### config.mk
export PLATFORM = sky130hd
export DESIGN_NAME = miriscv_mem_arbiter
export DESIGN_NICKNAME = d
export VERILOG_FILES = /design/src/rtl/miriscv_mem_arbiter.sv
export SDC_FILE = /design/constraint.sdc
export NUM_CORES = 1
export LEC_CHECK = 0
export ABC_AREA = 1
export CORE_AREA = 4 4 105 107
export DETAILED_ROUTE_END_ITERATION = 8
export DIE_AREA = 0 0 109 111
export GPL_ROUTABILITY_DRIVEN = 0
export GPL_TIMING_DRIVEN = 0
export PLACE_DENSITY = 0.71
export SLEW_MARGIN = 25
export SYNTH_ARGS = -nofsm -noshare
export SYNTH_HDL_FRONTEND = slang
export SYNTH_SLANG_ARGS = --single-unit
### constraint.sdc
create_clock -name clk_i -period 3.7 [get_ports clk_i]
set_clock_uncertainty 0.1 [all_clocks]
set_input_delay 0.74 -clock clk_i [delete_from_list [all_inputs] [get_ports clk_i]]
set_output_delay 0.74 -clock clk_i [all_outputs]
set_load 0.03 [all_outputs]
### src/rtl/miriscv_mem_arbiter.sv
// Shares one OBI-style memory port between instruction fetch and the LSU.
// Data wins by default, a starvation counter guarantees fetch progress, and an in-order ID FIFO routes responses.
module miriscv_mem_arbiter #(
  parameter int XLEN         = 32,
  parameter int MAX_OUTST    = 2,
  parameter int STARVE_LIMIT = 4
) (
  input  logic                           clk_i,
  input  logic                           arstn_i,
  input  logic                           instr_req_i,
  input  logic [XLEN-1:0]                instr_addr_i,
  output logic                           instr_gnt_o,
  output logic                           instr_rvalid_o,
  output logic [XLEN-1:0]                instr_rdata_o,
  input  logic                           data_req_i,
  input  logic                           data_we_i,
  input  logic [XLEN/8-1:0]              data_be_i,
  input  logic [XLEN-1:0]                data_addr_i,
  input  logic [XLEN-1:0]                data_wdata_i,
  output logic                           data_gnt_o,
  output logic                           data_rvalid_o,
  output logic [XLEN-1:0]                data_rdata_o,
  output logic                           mem_req_o,
  output logic                           mem_we_o,
  output logic [XLEN/8-1:0]              mem_be_o,
  output logic [XLEN-1:0]                mem_addr_o,
  output logic [XLEN-1:0]                mem_wdata_o,
  input  logic                           mem_gnt_i,
  input  logic                           mem_rvalid_i,
  input  logic [XLEN-1:0]                mem_rdata_i,
  output logic [$clog2(MAX_OUTST+1)-1:0] outst_cnt_o,
  output logic                           err_o
);

  localparam int CW = $clog2(MAX_OUTST + 1);
  localparam int PW = (MAX_OUTST > 1) ? $clog2(MAX_OUTST) : 1;
  localparam int SW = $clog2(STARVE_LIMIT + 1);
  localparam logic [CW-1:0] CNT_MAX    = CW'(MAX_OUTST);
  localparam logic [PW-1:0] PTR_MAX    = PW'(MAX_OUTST - 1);
  localparam logic [SW-1:0] STARVE_MAX = SW'(STARVE_LIMIT);

  // ID encoding in the FIFO and lock register: 1 = data, 0 = instr
  logic [MAX_OUTST-1:0] fifo_q;
  logic [PW-1:0]        wr_ptr_q, rd_ptr_q;
  logic [CW-1:0]        cnt_q;
  logic                 lock_q, lock_data_q;
  logic [SW-1:0]        starve_q;
  logic                 err_q;

  logic sel_data, sel_req, full, empty, push, pop, head_data;

  function automatic logic [PW-1:0] ptr_inc(input logic [PW-1:0] p);
    return (p == PTR_MAX) ? '0 : p + PW'(1);
  endfunction

  always_comb begin
    if (lock_q)
      sel_data = lock_data_q;
    else if (starve_q == STARVE_MAX && instr_req_i)
      sel_data = 1'b0;
    else
      sel_data = data_req_i;
    sel_req   = sel_data ? data_req_i : instr_req_i;
    full      = (cnt_q == CNT_MAX);
    empty     = (cnt_q == '0);
    head_data = fifo_q[rd_ptr_q];
    push      = mem_req_o & mem_gnt_i;
    pop       = mem_rvalid_i & ~empty;
  end

  assign mem_req_o   = sel_req & ~full;
  assign mem_we_o    = sel_data & data_we_i;
  assign mem_be_o    = sel_data ? data_be_i : '1;
  assign mem_addr_o  = sel_data ? data_addr_i : instr_addr_i;
  assign mem_wdata_o = sel_data ? data_wdata_i : '0;

  assign instr_gnt_o = push & ~sel_data;
  assign data_gnt_o  = push & sel_data;

  assign instr_rvalid_o = pop & ~head_data;
  assign data_rvalid_o  = pop & head_data;
  assign instr_rdata_o  = mem_rdata_i;
  assign data_rdata_o   = mem_rdata_i;

  assign outst_cnt_o = cnt_q;
  assign err_o       = err_q;

  always_ff @(posedge clk_i or negedge arstn_i) begin
    if (!arstn_i) begin
      fifo_q      <= '0;
      wr_ptr_q    <= '0;
      rd_ptr_q    <= '0;
      cnt_q       <= '0;
      lock_q      <= 1'b0;
      lock_data_q <= 1'b0;
      starve_q    <= '0;
      err_q       <= 1'b0;
    end else begin
      if (push) begin
        fifo_q[wr_ptr_q] <= sel_data;
        wr_ptr_q         <= ptr_inc(wr_ptr_q);
      end
      if (pop)
        rd_ptr_q <= ptr_inc(rd_ptr_q);
      if (push && !pop)
        cnt_q <= cnt_q + CW'(1);
      else if (!push && pop)
        cnt_q <= cnt_q - CW'(1);
      if (mem_rvalid_i && empty)
        err_q <= 1'b1;
      // A stalled request keeps its owner until granted; while full the lock is frozen
      if (!full) begin
        lock_q      <= mem_req_o & ~mem_gnt_i;
        lock_data_q <= sel_data;
      end
      if (instr_req_i && !instr_gnt_o) begin
        if (starve_q != STARVE_MAX)
          starve_q <= starve_q + SW'(1);
      end else begin
        starve_q <= '0;
      end
    end
  end

endmodule

# Yosys cells after proc, flatten, opt, wreduce, memory -nomap -nowiden
# Cells that the tools add are included.
# Widths: inputs -> output; s select.
[totals]
regBits = 12
latch_bits = 0
ram_bits = 0
mem_bits_ro = 0
input_bits = 139
output_inout_bits = 141
mem_count = 0
[classes]
n_addsub = 5
multipliers = 0
n_div = 0
n_lt_le_gt_ge = 3
eq_ne = 4
shifts = 0
n_mux = 17
bitwise_logic = 14
n_reduce_logical = 11
[op_table]
columns = ["cell", "count"]
rows = [
  ["$mux 32", 2],
  ["$and 1x1->1", 9],
  ["$mux 1", 8],
  ["$logic_and 1x1->1", 6],
  ["$mux 3", 2],
  ["$not 1->1", 5],
  ["$lt 1x2->1 const B", 2],
  ["$mux 2", 2],
  ["$mux 4", 1],
  ["$add 3x1->3 const B", 1],
  ["$eq 3x3->1 const B", 1],
  ["$logic_not 1->1", 3],
  ["$ne 3x3->1 const B", 1],
  ["$add 1x1->1 const B", 2],
  ["$add 2x1->2 const B", 1],
  ["$bwmux 2", 1],
  ["$eq 2x2->1 const B", 1],
  ["$logic_not 2->1", 1],
  ["$ne 2x1->1 const B", 1],
  ["$reduce_bool 2->1", 1],
  ["$sub 2x1->2 const B", 1],
  ["$demux 1 s1", 1],
  ["$ge 1x1->1 const B", 1],
]

# Longest topological paths before layout
# Gate-level depths: netlist (run 1).
[depth]
depth_word = 11
depth_mapped = 9
depth_no_buf = 9

# Worst setup path after synthesis (run 1)
# OpenSTA, ideal clock, no wires.
[synth_path]
kind = "input -> output"
from = "in data_req_i"
to = "out mem_wdata_o[0]"
arrival_ns = 1.655
t_required_ns = 2.860
setup_slack_ns = 1.205
stages = 7
n_path_buf = 1
path_cell_list = "inv_1 nor2_1 nand2_1 nand2_4 inv_4 buf_4 nor2_1"
[synth_between]
elab_chain_len = 3
[synth_lines]
columns = ["item", "line_no", "rtl"]
rows = [
  ["from (decl)", "15", "input logic data_req_i,"],
  ["$mux 1", "59", "else if (starve_q == STARVE_MAX && instr_req_i)"],
  ["$mux 1", "57", "if (lock_q)"],
  ["$mux 32", "75", "assign mem_wdata_o = sel_data ? data_wdata_i : '0;"],
  ["to (decl)", "27", "output logic [XLEN-1:0] mem_wdata_o,"],
]
# No other way between the ends.

# Final worst setup path (run 1)
[layout_path]
from = "in data_req_i"
to = "out mem_wdata_o[2]"
# The elaborated chain is that of the path after synthesis.

==> metrics, run 1 <==
outcome completed; endpoint type of the worst setup path output port; CTS Buffer Depth 2; Hold Slack 0.3603 ns; Port Buffer Count 247; io pins 280; Clock transition at path regs 0.05 ns; hold depth 1; final setup margin 0.1524 ns; setup_tns 0 ns; max-slew violation count 0; Residual DRC 0; layout cell share with drive strength beyond 1 about 15%; gr usage total between 10% and 20%; post-synthesis cell count 320; Vias ~2700; number of global-route vias before repair 2618; Initial Util a little under a fifth; ANT cells 0; Cell Rows 37; iteration-0 DRC count of the detailed router about 110; RSZ-0062 raised after global routing no; Final setup viols 0; post-synth design cell area 1858 µm²; R2R setup slack 1.77 ns; Post-Place Cells 703; yosys warns 0; DIE AREA 12100 µm²; setup bufs post-CTS 0; Setup CP Type input pin to output port; most common cell after layout, fill and taps aside clkdlybuf4s50_1; largest fanout on the critical path 10; #FFs+latches synth 12; area grow syn2layout 149.6%; Final Critical Period 3.548 ns; Clk Latency, worst-skew pair roughly 0.24 ns; relative slew slack 57.40%; final period utilization between 90% and 100%; nets between 700 and 800; WL/cell 13.91 µm; Post-CTS Hold Fix Bufs 0; Slew @ Worst Pin 0.6323 ns; DR pass1 iterations 4; die height about 110 µm; TritonCTS clock tree built; die width 109 µm; reg2reg end outst_cnt_o[1]; reg2reg path depth 5; Final HPWL DP between 8 and 9 mm; commonest non-fill, non-tap cells in the layout clkdlybuf4s50_1, nand2_1, buf_4; Num CTS Buffers 3; Final Hold Vio Count 0; final instance area approximately 4600 µm²; initial antenna violation count 0; number of fill cells 1032; worst setup path start data_req_i; Core Util, Final 45.75%; Synthesized Nets 462; Core Region 10140 µm²; largest net degree at the start of global routing 13; leakage between 2 and 3 nW; HP Start err_o; power density cells 526.1 nW/µm²; global-route wire length before repair between 10 and 15 mm; Max rail drop VDD 307.2 µV; # Max-Cap Violations 0; htree depth 1; Data arrival, critical path 2.71 ns; Fmax between 0.2 and 0.3 GHz; Worst Hold End err_o; Avg Vias per Cell 3.779; placed cell areas 4501 µm²; Congestion Overflow GR 0; synth unique cells 24; R2R Path Start outst_cnt_o[0]; HP Class register to register; DP Worst Slack 0.01239 ns; root buf cell clkbuf_8; Worst Path Required approximately 2.9 ns; Routed Antenna Nets 0; CP startpoint kind input pin; clk sink count 12; DRT Wirelength 9.818 mm; Seq/Total Area, Yosys 16.16%; total power 2.440 mW; Mapped Avg Cell Area 5.806 µm²; final non-filler cell total 706
-- worst max path at each step --
stage,end,slack (ns),depth (start not counted)
4_1_cts,mem_addr_o[23],0.008,9
6_report,mem_wdata_o[2],0.15,9
3_3_place_gp,mem_addr_o[25],0.01,9
3_5_place_dp,mem_addr_o[25],0.01,9
2_1_floorplan,mem_wdata_o[0],1.21,7
5_1_grt,mem_wdata_o[31],0.003,8
-- final cells by class --
cell class	count	area, µm²	share of cell area (%)
Sequential cell	12	300.3	6.474
Buffer	74	563.0	12.14
Inverter	48	182.7	3.938
Multi-Input combinational cell	186	812.0	17.51
Timing Repair Buffer	247	2569	55.38
Tap cell	136	170.2	3.669
Clock buffer	3	41.29	0.8902
-- what timing repair did --
item | in CTS | in global routing
cloned | 0 | 0
setup endpoints to repair | 1 | 39
endpoints found under the hold margin | 0 | 0
resized for setup | 1 | 39
-- cell families (layout without fill, tap and decap cells) --
group,Yosys count,after routing,synth area share [%]
AOI/OAI and AO/OA,11,11,3.300
buffers and inverters,122,372,40.13
DFF,12,12,16.16
adders and majority gates,3,3,2.020
and+or+nand+nor,168,168,36.50
xor gates and xnor gates,4,4,1.886
-- synthesized netlist by cell type --
| cell | instances | area share (%) |
|---|---|---|
| nand2_1 | 111 | 22 |
| buf_4 | 67 | 27 |
| inv_1 | 47 | 9.5 |
| nor2_1 | 43 | 8.7 |
| dfrtp_1 | 12 | 16 |
| o21ai_0 | 7 | 1.9 |
| buf_6 | 4 | 2.4 |
| buf_2 | 3 | 0.81 |
| ha_1 | 3 | 2.0 |
| or2_1 | 3 | 1.0 |
| xor2_1 | 3 | 1.4 |
| a21oi_1 | 2 | 0.54 |
| nand3_1 | 2 | 0.54 |
| nand4_1 | 2 | 0.67 |
| or2_2 | 2 | 0.67 |
| a31o_2 | 1 | 0.47 |
| inv_4 | 1 | 0.34 |
| nand2_2 | 1 | 0.34 |
| nand2_4 | 1 | 0.61 |
| nand3_2 | 1 | 0.54 |
| nand4_2 | 1 | 0.67 |
| nor2_2 | 1 | 0.34 |
| o211ai_1 | 1 | 0.40 |
| xnor2_1 | 1 | 0.47 |
-- power breakdown --
part	leakage, nW	switching (mW)	internal, mW	total, mW
combinational	2.46	1.25	0.849	2.10
clock	0.0216	0.0451	0.0715	0.117
sequential	0.146	0.0399	0.188	0.228
-- critical path, stage by stage --
cell	delay, ns
clkdlybuf4s50_1	0.49
inv_1	0.06
nor2_1	0.09
nand2_1	0.09
nand2_4	0.13
inv_4	0.10
buf_4	0.18
nor2_1	0.11
clkdlybuf4s50_1	0.70
-- layer usage --
metal	global-route usage, %	vias up	routed length, µm
met5	0	-	0
met4	2.189	0	100
met3	5.591	6	1240
met2	27.03	138	4942
met1	16.14	1158	3534
li1	-	1366	-
-- sequential cells by signal, summed over array words and instances (netlist names) --
register,flops
err_o,1
starve_q,3
fifo_q,2
outst_cnt_o,2
wr_ptr_q,1
lock_data_q,1
rd_ptr_q,1
lock_q,1
Power figures use the tool's default switching activity.
==> inputs of run 2 (changes only) <==
--- a/config.mk
+++ b/config.mk
@@ -12,6 +12,7 @@
 export GPL_ROUTABILITY_DRIVEN = 0
 export GPL_TIMING_DRIVEN = 0
 export PLACE_DENSITY = 0.71
+export RECOVER_POWER = 25
 export SLEW_MARGIN = 25
 export SYNTH_ARGS = -nofsm -noshare
 export SYNTH_HDL_FRONTEND = slang
==> metrics, run 2 (synthesized netlist as in run 1, its figures left out) <==
Port Buffer Count 247; Initial Util 18.33%; most common cell after layout, fill and taps aside clkdlybuf4s50_1; Final Hold Vio Count 0; initial antenna violation count 0; max FFs per register 3; ANT cells 0; Internal Power approximately 1.1 mW; Routed Antenna Nets 0; Residual DRC 0; power density cells 524.3 nW/µm²; Avg Vias per Cell ~3.8; htree depth 1; DIE AREA 12100 µm²; setup_tns 0 ns; R2R setup slack 1.73 ns; net switching power 1.329 mW; WL/cell roughly 14 µm; Max rail drop VDD 305.8 µV; Hold Slack 0.3546 ns; die height 111 µm; commonest non-fill, non-tap cells in the layout clkdlybuf4s50_1, nand2_1, buf_4; die width 109 µm; max-slew violation count 0; Num CTS Buffers 3; reg2reg path depth 9; Core Region 10140 µm²; Final HPWL DP 8.632 mm; root buf cell clkbuf_8; global-route wire length before repair between 10 and 15 mm; hold depth 1; gr usage total between 10% and 20%; Most flops, register starve_q; combinational power share 85.8%; Final Critical Period about 3.6 ns; CP startpoint kind input pin; Vias 2666; Clk Latency, worst-skew pair 0.24 ns; Data arrival, critical path 2.71 ns; iteration-0 DRC count of the detailed router 110; setup bufs post-CTS 0; Setup CP Type input pin to output port; # Max-Cap Violations 0; sw frac between 50 and 60%; area grow syn2layout 149.4%; Congestion Overflow GR 0; DRT Wirelength around 9.8 mm; number of global-route vias before repair 2618; leakage roughly 2.6 nW; Final setup viols 0; DR pass1 iterations 4; final period utilization approximately 96%; Clk pwr share 4.8%; HP Class register to register; TritonCTS clock tree built; RSZ-0062 raised after global routing no; Clock transition at path regs 0.05 ns; endpoint type of the worst setup path output port; io pins between 200 and 300; outcome completed; clk sink count 12; Slew @ Worst Pin 0.6322 ns; largest fanout on the critical path 10; Worst Path Required 2.86 ns; CTS Buffer Depth 2; share of total power in sequential cells 9.4%; nets 714; layout cell share with drive strength beyond 1 14.91%; largest net degree at the start of global routing 13; Fmax between 0.2 and 0.3 GHz; Cell Rows 37; relative slew slack 57.41%
[run 2: changes by cell type in the layout (fill, tap and decap cells not counted), sizes merged]
cell | previous run | this run
clkdlybuf4s50 | 207 | 187
dlygate4sd3 | 0 | 20
[run 2: final timing paths]
path / startpoint / end
min in group asynchronous: arstn_i / err_o
hold reg to reg: err_o / err_o
hold / removal: err_o / err_o
setup reg to reg: outst_cnt_o[1] / outst_cnt_o[1]
setup / recovery: data_req_i / mem_wdata_o[2]
max in group asynchronous: arstn_i / wr_ptr_q
[run 2: power groups by stage]
| stage | registers [mW] | logic [mW] | clock network (mW) |
|---|---|---|---|
| 2_1_floorplan | 0.245 | 1.22 | 0 |
| 3_3_place_gp | 0.226 | 2.14 | 0 |
| 3_5_place_dp | 0.229 | 2.16 | 0 |
| 4_1_cts | 0.228 | 2.16 | 0.122 |
| 5_1_grt | 0.237 | 2.25 | 0.130 |
| 6_report | 0.227 | 2.08 | 0.117 |
[run 2: timing repair]
| item | CTS | global route |
|---|---|---|
| gates resized for setup | 1 | 39 |
| endpoints found under the setup margin | 1 | 39 |
| hold buffers | 0 | 0 |
[run 2: critical path: stages]
cell and delay (ns):
clkdlybuf4s50_1 0.49, inv_1 0.06, nor2_1 0.09, nand2_1 0.09, nand2_4 0.13, inv_4 0.10, buf_4 0.18, nor2_1 0.11
clkdlybuf4s50_1 0.70
[run 2: layout make-up]
type / count / area, µm²
repair buffers: 247 / 2569
plain buffers: 74 / 563.0
inverters: 48 / 182.7
well taps: 136 / 170.2
flip-flops and latches: 12 / 300.3
clock buffers: 3 / 41.29
fillers: 1033 / 5505
multi-input cells: 186 / 807.0
[run 2: stage by stage]
stage | setup WS [ns] | cell area [µm²] | total power [mW] | util (%) | cells
floorplan | 1.205 | 1858 | 1.466 | - | 320
global placement | 0.01300 | 4501 | 2.364 | 44.39 | 703
detailed placement | 0.01239 | 4501 | 2.390 | 44.39 | 703
CTS | 0.008378 | 4541 | 2.515 | 44.79 | 706
global route | 0.002738 | 4633 | 2.617 | 45.70 | 706
finish | 0.1498 | 4633 | 2.429 | 45.70 | 706
[run 2: per-layer routing]
layer	up-vias	wire [µm]	share of wire [%]	global-route usage (%)
met5	-	0	0	0
met4	0	102	1.0	2.189
met3	6	1234	13	5.591
met2	138	4940	50	27.03
met1	1156	3557	36	16.14
li1	1366	-	-	-
==> inputs of run 3 (changes only) <==
--- a/config.mk
+++ b/config.mk
@@ -6,12 +6,14 @@
 export NUM_CORES = 1
 export LEC_CHECK = 0
 export ABC_AREA = 1
-export CORE_AREA = 4 4 105 107
+export ABC_CLOCK_PERIOD_IN_PS = 4000
+export CORE_AREA = 4 4 108 110
+export CTS_CLUSTER_DIAMETER = 40
 export DETAILED_ROUTE_END_ITERATION = 8
-export DIE_AREA = 0 0 109 111
+export DIE_AREA = 0 0 112 114
 export GPL_ROUTABILITY_DRIVEN = 0
 export GPL_TIMING_DRIVEN = 0
-export PLACE_DENSITY = 0.71
+export PLACE_DENSITY = 0.68
 export RECOVER_POWER = 25
 export SLEW_MARGIN = 25
 export SYNTH_ARGS = -nofsm -noshare
==> constraint.sdc (replaced) <==
create_clock -name clk_i -period 4 [get_ports clk_i]
set_clock_uncertainty 0.1 [all_clocks]
set_input_delay 0.8 -clock clk_i [delete_from_list [all_inputs] [get_ports clk_i]]
set_output_delay 0.8 -clock clk_i [all_outputs]
set_load 0.03 [all_outputs]
==> metrics, run 3 (synthesized netlist as in run 1, its figures left out) <==
outcome completed; Hold Slack 0.3786 ns; max-slew violation count 0; HP Class register to register; reg2reg path depth 9; TritonCTS clock tree built; RSZ-0062 raised after global routing no; Clk Latency, worst-skew pair 0.24 ns; Crit path top cell by count nand2_1; power density cells a little over 500 nW/µm²; DIE AREA 12770 µm²; Vias around 2600; Core Util, Final 42.53%; Most flops, register starve_q; Setup CP Type input pin to output port; leakage 2.229 nW; Resized cells post-CTS 0; ANT cells 0; gr usage total 13.00%; final period utilization 94.28%; commonest non-fill, non-tap cells in the layout clkdlybuf4s50_1, nand2_1, buf_4; R2R setup slack 2.04 ns; io pins 280; Core Region 10700 µm²; # Max-Cap Violations 0; CP max stage delay 0.68 ns; initial antenna violation count 0; largest net degree at the start of global routing 13; endpoint type of the worst setup path output port; Port Buffer Count 247; Clock transition at path regs 0.05 ns; Max rail drop VDD roughly 260 µV; most common cell after layout, fill and taps aside clkdlybuf4s50_1; Num CTS Buffers 3; WL/cell 13.35 µm; CP startpoint kind input pin; Initial Util 17.37%; number of global-route vias before repair roughly 2700; Avg Vias per Cell 3.709; CTS Buffer Depth 2; Final HPWL DP 8.377 mm; worst-path cell chain clkdlybuf4s50_1 -> inv_1 -> nor2_1 -> nand2_1 -> nand2_4 -> buf_2 -> nand2_1 -> nand2_1 -> clkdlybuf4s50_1; Worst Path Required 3.10 ns; delay-heaviest family, CP buffers and inverters; nets 714; Residual DRC 0; Final setup viols 0; setup bufs post-CTS 0; Cell Rows 38; Critical Path Slowest Stage Cell clkdlybuf4s50_1; worst setup path start data_req_i; Congestion Overflow GR 0; clk sink count 12; Final Hold Vio Count 0; die width roughly 110 µm; R2R Path Start outst_cnt_o[1]; htree depth 1; layout cell share with drive strength beyond 1 14.89%; reg2reg end outst_cnt_o[1]; iteration-0 DRC count of the detailed router just under 70; setup_tns 0 ns; max FFs per register 3; total power roughly 2.3 mW; Data arrival, critical path 2.87 ns; Routed Antenna Nets 0; Final Critical Period ~3.8 ns; Buffers & Inverters on Critical Path 4; Fmax 0.2652 GHz; Stages on worst setup path 9; global-route wire length before repair 13.61 mm; Slew @ Worst Pin 0.5709 ns; Worst Setup EP mem_addr_o[27]; root buf cell clkbuf_8; Post-CTS Hold Fix Bufs 0; DRT Wirelength between 9 and 10 mm; die height 114 µm; DR pass1 iterations 4; relative slew slack 61.53%; area grow syn2layout 144.8%; largest fanout on the critical path 10
-- run 3: cell count changes in the layout (fill, tap and decap cells not counted), sizes merged --
cell,before,now
clkdlybuf4s50,187,227
clkbuf,3,4
dlygate4sd2,1,0
dlymetal6s2s,39,0
-- run 3: worst min path at each step --
stage	from	end	slack, ns	cells past startpoint
after floorplan	fifo_q[1]	fifo_q[1]	0.34	2
after global placement	err_o	err_o	0.36	1
after detailed placement	fifo_q[1]	fifo_q[1]	0.36	2
after CTS	fifo_q[1]	fifo_q[1]	0.38	2
after global routing	err_o	err_o	0.39	1
final	err_o	err_o	0.38	1
-- run 3: area by class of cell --
class	count	area, µm²
clock buffer	4	55.05
sequential	12	300.3
tap	140	175.2
fill	1100	6148
timing repair buffer	247	2472
inverter	48	182.7
buffer	74	563.0
multi-input combinational	186	800.8
-- run 3: stage by stage --
step,instance area [µm²],instances,setup WS (ns)
after floorplan,1858,320,1.385
after global placement,4506,707,0.1640
after detailed placement,4506,707,0.1544
after CTS,4561,711,0.1480
after global routing,4549,711,0.07251
final,4549,711,0.2287
-- run 3: where the power goes --
group | total (mW) | switching (mW) | internal (mW)
combinational | 1.95 | 1.14 | 0.803
clock | 0.133 | 0.0461 | 0.0870
sequential | 0.210 | 0.0364 | 0.174
-- run 3: metal layers --
| metal | track usage (%) | share of wire, % |
|---|---|---|
| met4 | 0.9615 | 0 |
| met1 | 15.10 | 38 |
| met3 | 3.501 | 10 |
| met2 | 24.86 | 52 |
| met5 | 0 | 0 |
